## src/rtl/knap_item_update_if.sv

```systemverilog
// Single-port DP-table memory bus between the knapsack item sequencer (master)
// and the word memory (slave). Read data is registered: it returns one cycle after rd_en.
interface knap_item_update_if #(
    parameter int ADDR_W = 16,
    parameter int DATA_W = 32
) ();
    logic [ADDR_W-1:0] addr;
    logic              rd_en;
    logic              wr_en;
    logic [DATA_W-1:0] wdata;
    logic [DATA_W-1:0] rdata;

    modport master (output addr, rd_en, wr_en, wdata, input rdata);
    modport slave  (input addr, rd_en, wr_en, wdata, output rdata);
endinterface

```

## src/rtl/knap_item_update.sv

```systemverilog
// Applies one 0/1-knapsack item to the DP table: dp[w] = max(dp[w], dp[w-wt] + val), w = cap..wt.
// Optional macro KNAP_SAT_EN: saturate the candidate sum instead of wrapping it.
module knap_item_update #(
    parameter int ADDR_W  = 16,
    parameter int DATA_W  = 32,
    parameter int CAP_MAX = 64
) (
    input  logic              clk,
    input  logic              rst_n,
    input  logic              start,
    input  logic [6:0]        item_wt,
    input  logic [DATA_W-1:0] item_val,
    input  logic [6:0]        cap,
    output logic              busy,
    output logic              done,
    output logic [6:0]        updated_cnt,
    knap_item_update_if.master mem
);

    typedef enum logic [2:0] {IDLE, RD_CUR, RD_PRV, CALC, WR, DONE} state_t;

    state_t            state, state_nxt;
    logic [6:0]        w, w_nxt;
    logic [6:0]        cnt_nxt;
    logic [6:0]        wt_q;
    logic [DATA_W-1:0] val_q;
    logic [DATA_W-1:0] cur_q;
    logic [DATA_W-1:0] sum_q;
    logic [DATA_W-1:0] sum_c;
    logic [DATA_W-1:0] prev_c;
    logic              last;
    logic              reject;

    function automatic logic [DATA_W-1:0] add_item(input logic [DATA_W-1:0] prev,
                                                   input logic [DATA_W-1:0] val);
`ifdef KNAP_SAT_EN
        logic [DATA_W:0] s;
        s = {1'b0, prev} + {1'b0, val};
        return s[DATA_W] ? {DATA_W{1'b1}} : s[DATA_W-1:0];
`else
        return prev + val;
`endif
    endfunction

    assign last   = (w == wt_q);
    assign reject = (item_wt == 7'd0) || (cap == 7'd0) ||
                    (int'(cap) > CAP_MAX) || (item_wt > cap);
    // dp[0] is never stored; it is implicitly zero
    assign prev_c = last ? '0 : mem.rdata;
    assign sum_c  = add_item(prev_c, val_q);

    always_ff @(posedge clk or negedge rst_n) begin
        if (!rst_n) begin
            state       <= IDLE;
            w           <= '0;
            updated_cnt <= '0;
        end else begin
            state       <= state_nxt;
            w           <= w_nxt;
            updated_cnt <= cnt_nxt;
        end
    end

    always_ff @(posedge clk) begin
        if (state == IDLE && start) begin
            wt_q  <= item_wt;
            val_q <= item_val;
        end
        if (state == RD_PRV) cur_q <= mem.rdata;
        if (state == CALC)   sum_q <= sum_c;
    end

    always_comb begin
        state_nxt = state;
        w_nxt     = w;
        cnt_nxt   = updated_cnt;
        busy      = 1'b0;
        done      = 1'b0;
        mem.addr  = '0;
        mem.rd_en = 1'b0;
        mem.wr_en = 1'b0;
        mem.wdata = '0;
        case (state)
            IDLE: begin
                if (start) begin
                    cnt_nxt = '0;
                    if (reject) begin
                        state_nxt = DONE;
                    end else begin
                        w_nxt     = cap;
                        state_nxt = RD_CUR;
                    end
                end
            end
            RD_CUR: begin
                busy      = 1'b1;
                mem.addr  = ADDR_W'(w);
                mem.rd_en = 1'b1;
                state_nxt = RD_PRV;
            end
            RD_PRV: begin
                busy = 1'b1;
                if (!last) begin
                    mem.addr  = ADDR_W'(w - wt_q);
                    mem.rd_en = 1'b1;
                end
                state_nxt = CALC;
            end
            CALC: begin
                busy = 1'b1;
                if (sum_c > cur_q) begin
                    state_nxt = WR;
                end else if (last) begin
                    state_nxt = DONE;
                end else begin
                    w_nxt     = w - 7'd1;
                    state_nxt = RD_CUR;
                end
            end
            WR: begin
                busy      = 1'b1;
                mem.addr  = ADDR_W'(w);
                mem.wr_en = 1'b1;
                mem.wdata = sum_q;
                cnt_nxt   = updated_cnt + 7'd1;
                if (last) begin
                    state_nxt = DONE;
                end else begin
                    w_nxt     = w - 7'd1;
                    state_nxt = RD_CUR;
                end
            end
            DONE: begin
                done      = 1'b1;
                state_nxt = IDLE;
            end
            default: state_nxt = IDLE;
        endcase
    end

endmodule

```

## src/flat_wrapper.sv

```systemverilog
// flat-port wrapper written by rule: the top's interface ports become plain ports
module knap_item_update_flat 
#(
    parameter int ADDR_W  = 16,
    parameter int DATA_W  = 32,
    parameter int CAP_MAX = 64
)
  (clk, rst_n, start, item_wt, item_val, cap, busy, done, updated_cnt, mem_addr, mem_rd_en, mem_wr_en, mem_wdata, mem_rdata);
  knap_item_update_if #(.ADDR_W(ADDR_W), .DATA_W(DATA_W)) mem_i ();
  input  logic clk;
  input  logic rst_n;
  input  logic start;
  input  logic [6:0] item_wt;
  input  logic [DATA_W-1:0] item_val;
  input  logic [6:0] cap;
  output logic busy;
  output logic done;
  output logic [6:0] updated_cnt;
  output wire logic [$bits(mem_i.addr)-1:0] mem_addr;
  output wire logic [$bits(mem_i.rd_en)-1:0] mem_rd_en;
  output wire logic [$bits(mem_i.wr_en)-1:0] mem_wr_en;
  output wire logic [$bits(mem_i.wdata)-1:0] mem_wdata;
  input wire logic [$bits(mem_i.rdata)-1:0] mem_rdata;
  assign mem_addr = mem_i.addr;
  assign mem_rd_en = mem_i.rd_en;
  assign mem_wr_en = mem_i.wr_en;
  assign mem_wdata = mem_i.wdata;
  assign mem_i.rdata = mem_rdata;
  knap_item_update #(.ADDR_W(ADDR_W), .DATA_W(DATA_W), .CAP_MAX(CAP_MAX)) u_core (.clk(clk), .rst_n(rst_n), .start(start), .item_wt(item_wt), .item_val(item_val), .cap(cap), .busy(busy), .done(done), .updated_cnt(updated_cnt), .mem(mem_i));
endmodule
```

## config.mk

```make
export PLATFORM = sky130hd
export DESIGN_NAME = knap_item_update_flat
export DESIGN_NICKNAME = d
export VERILOG_FILES = /design/src/rtl/knap_item_update_if.sv /design/src/rtl/knap_item_update.sv /design/src/flat_wrapper.sv
export SDC_FILE = /design/constraint.sdc
export NUM_CORES = 1
export LEC_CHECK = 0
export ABC_AREA = 1
export CAP_MARGIN = 5
export CORE_MARGIN = 2
export CORE_UTILIZATION = 54
export DETAILED_ROUTE_END_ITERATION = 8
export GPL_ROUTABILITY_DRIVEN = 0
export MAX_ROUTING_LAYER = met4
export PLACE_DENSITY = 0.94
export SYNTH_ARGS = -nofsm -noshare
export SYNTH_HDL_FRONTEND = slang
export SYNTH_SLANG_ARGS = --single-unit
```

## constraint.sdc

```tcl
create_clock -name clk -period 5.65 [get_ports clk]
set_clock_uncertainty 0.2 [all_clocks]
set_input_delay 1.13 -clock clk [delete_from_list [all_inputs] [get_ports clk]]
set_output_delay 1.13 -clock clk [all_outputs]
set_load 0.02 [all_outputs]
```

==> results of run 1 <==
==> flip-flops by register name, indices dropped and copies added, names as in the netlist <==
name,cells
u_core.updated_cnt,7
u_core.val_q,32
u_core.wt_q,7
u_core.w,7
u_core.cur_q,32
u_core.state,3
u_core.sum_q,32
==> critical path, cell delays in order (launching register included) <==
cell     delay, ns
dfrtp_1       0.44
ha_1          0.38
nand2_1       0.08
nor3_1        0.22
nand2_1       0.20
inv_1         0.16
buf_6         0.27
nor2_1        0.08
ha_1          0.34
a21oi_1       0.27
o21ai_1       0.13
a21oi_1       0.34
o21ai_2       0.16
a21oi_1       0.23
xnor2_1       0.15
ha_1          0.35
nand2_1       0.06
nor2_1        0.15
nand4_1       0.16
nor2_1        0.16
nand4_1       0.14
nand3_2       0.22
nand3_4       0.14
nand2_1       0.09
nand2_1       0.05
==> worst max-delay path by stage <==
stage	startpoint	depth (start not counted)	slack (ns)	endpoint
detailed placement	u_core.w[3]	24	0.45	u_core.w[6]
finish	u_core.w[3]	24	0.35	u_core.w[4]
CTS	u_core.w[2]	26	0.42	u_core.w[4]
global route	u_core.w[5]	24	0.06	u_core.w[1]
global placement	mem_rdata[0]	21	0.69	u_core.w[1]
floorplan	u_core.state[2]	5	0.89	mem_addr[10]
==> kinds of logic after synthesis <==
group	synth area share (%)
xor+xnor	3.776
compound gates	10.55
buf+inv	9.789
simple gates	18.23
fa+ha+maj	13.04
flops	44.61
==> power groups by stage <==
stage | logic, uW | registers [uW] | clock network [uW]
floorplan | 1470 | 1370 | 0
global placement | 2040 | 1400 | 0
detailed placement | 2130 | 1400 | 0
CTS | 2160 | 1390 | 980
global route | 2410 | 1410 | 1020
finish | 2190 | 1390 | 973
==> cell type report <==
class	count	area share (%)
Multi-Input combinational cell	601	36.15
Timing Repair Buffer	144	14.35
Inverter	177	6.704
Clock inverter	12	0.8521
Tap cell	184	2.306
Clock buffer	20	4.373
Antenna cell	1	0.02506
Sequential cell	120	35.24
==> stage by stage <==
| stage | cells | area (um2) | total power [uW] | hold slack, ns |
|---|---|---|---|---|
| CTS | 1258 | 9978 | 4534 | 0.2990 |
| floorplan | 914 | 7886 | 2841 | 0.2583 |
| global route | 1259 | 9985 | 4848 | 0.3429 |
| global placement | 1226 | 9457 | 3436 | 0.2805 |
| detailed placement | 1226 | 9457 | 3537 | 0.2907 |
| finish | 1259 | 9985 | 4556 | 0.3011 |
==> cell usage after synthesis (2+ instances only) <==
cell	instances	area share (%)
xnor2_1	11	1.2
a21oi_4	2	0.41
nand3_1	24	1.5
o21a_1	4	0.38
o21ai_2	3	0.33
nand4_1	16	1.3
ha_1	79	13
nand2_1	148	7.0
clkbuf_1	3	0.14
a21boi_0	2	0.19
o211ai_1	2	0.19
nor2_1	135	6.4
nor2_2	2	0.16
dfrtp_1	17	5.4
o22ai_1	2	0.16
o32ai_1	2	0.22
inv_1	171	8.1
inv_2	4	0.19
nor3_1	8	0.51
a21o_1	4	0.38
a31oi_1	2	0.16
buf_2	4	0.25
edfxtp_1	103	39
fa_1	2	0.51
xor2_1	23	2.6
o21ai_1	2	0.13
and2_1	2	0.16
buf_4	8	0.76
a21oi_1	70	4.4
or2_2	2	0.16
o21bai_1	4	0.38
o21ai_0	34	2.2
==> routing by layer <==
layer / vias up / GRT usage, % / part of all wire (%)
met4: 0 / 12.42 / 4.0
met1: 3157 / 31.44 / 39
met3: 68 / 6.443 / 8.2
met5: - / - / 0
li1: 3296 / - / -
met2: 386 / 46.45 / 49
==> repair_timing <==
item,CTS,global route
gates resized for setup,0,1
endpoints found under the setup margin,0,2
setup buffers,0,0
==> results.md, run 1 <==
- Critical Path Source Type: flip-flop
- Area grow syn2layout: 26.61%
- Layout fillers: 1036
- Wire per inst: 16.22 um
- Reg2Reg Launch Point: u_core.w[3]
- Logic pwr share: 48.1%
- Post-CTS Hold Fix Bufs: 0
- Netlist cell types: 51
- Warnings, synthesis: 0
- Height of the die: 124.9 um
- Hpwl dp: 15.41 mm
- Register area: 3518 um2
- P_sw: 1872 uW
- Lkg Pwr: 0.004568 uW
- Synth Instances: 914
- Final Util: 69.22%
- Core area: 14420 um2
- # port buffers: 139
- Initial DRC count: 564
- Rows: 44
- DRC errors left: 0
- Max Freq: 188.7 MHz
- R2R cell count: 24
- Die area: 15590 um2
- Hold path startpoint: u_core.updated_cnt[6]
- Int Pwr: 2684 uW
- ANT nets after route: 0
- Total GRT Usage: 27.57%
- Hold path endpoint: u_core.updated_cnt[6]
- Sink Count: 120
- Sequential group share of total power: 30.6%
- Initial core utilization: 54.68%
- Sequential area share after synthesis: 44.61%
- Critical Path RT: 5.76 ns
- Syn nets: 1076
- Share of post-route cells with drive strength above 1: 4.935%
- WS Path Type: reg2reg
- Nature of the critical path endpoint: flip-flop
- Vias after detailed routing: 6907
- Power density over the cells: 456.3 nW/um2
- # IOs: 140
- Largest net degree at the start of global routing: 35
- Initial antenna violation count: 1
- Root Buffer: clkbuf_16
- Crit-path max FO: 30
- First-pass GRT wire length: 33.14 mm
- Synth async-reset ratio: 14.17%
- Max Cap Viol: 0
- Pins Over Slew Limit: 0
- CTS tree: yes
- Post-DR vias/cell: 5.486
- Chip width: 124.9 um
- Post-synth EDFFs: 103
- Hold depth: 1
- VDD IR max: 0.0003095 V
- FF-to-FF End: u_core.w[4]
- Total Wirelength: 20.42 mm
- Max_slew headroom: 49.13%
- Synth Cell Area: 7886 um2
- # nets final: 1223
- Setup Total Neg Slack: 0 ns
- RSZ-0062 raised after global routing: false
- Primary FF master, synth: edfxtp_1
- Status: complete, no violations
- Period utilisation layout: 93.80%
- H-tree levels: 4
- CTS clk-pin slew, worst paths: 0.06 ns
- Worst min path class: reg2reg
- Period minus WS final: 5.300 ns
- Final setup margin: 0.3502 ns
- Num CTS Buffers: 17
- Endpoints failing hold: 0
- Slew of the pin with the lowest slew margin: 0.7606 ns
- CTS max path bufs: 2
- Worst slack, placed: 0.4525 ns
- Commonest non-fill, non-tap cell in the layout: inv_1
- First-pass detailed-route iteration total: 5
- GRT overflow: 0
- Switch share: 41.08%
- Final setup viols: 0
- Most frequent cells in the layout: inv_1 (171), nand2_1 (148), clkdlybuf4s50_1 (139), nor2_1 (134), edfxtp_1 (103)
- Syn Area/Cell: 8.628 um2
- Vias in the first global route: 6980
- Clock power frac: 21.4%
- Synthesized flop and latch total: 120
- Worst skew pair latency: 0.43 ns
- Multi-input gate area: 3610 um2
- WP data arrival: 5.41 ns
- Internal reg-to-reg setup slack: 0.35 ns
Note: power is estimated with default switching activity, not from simulation.
==> inputs of run 2 (changes only) <==
--- a/config.mk
+++ b/config.mk
@@ -6,6 +6,7 @@
 export NUM_CORES = 1
 export LEC_CHECK = 0
 export ABC_AREA = 1
+export ABC_CLOCK_PERIOD_IN_PS = 5650
 export CAP_MARGIN = 5
 export CORE_MARGIN = 2
 export CORE_UTILIZATION = 54
==> results of run 2 <==
The final DEF is identical to that of run 1; final timing and power are the same.
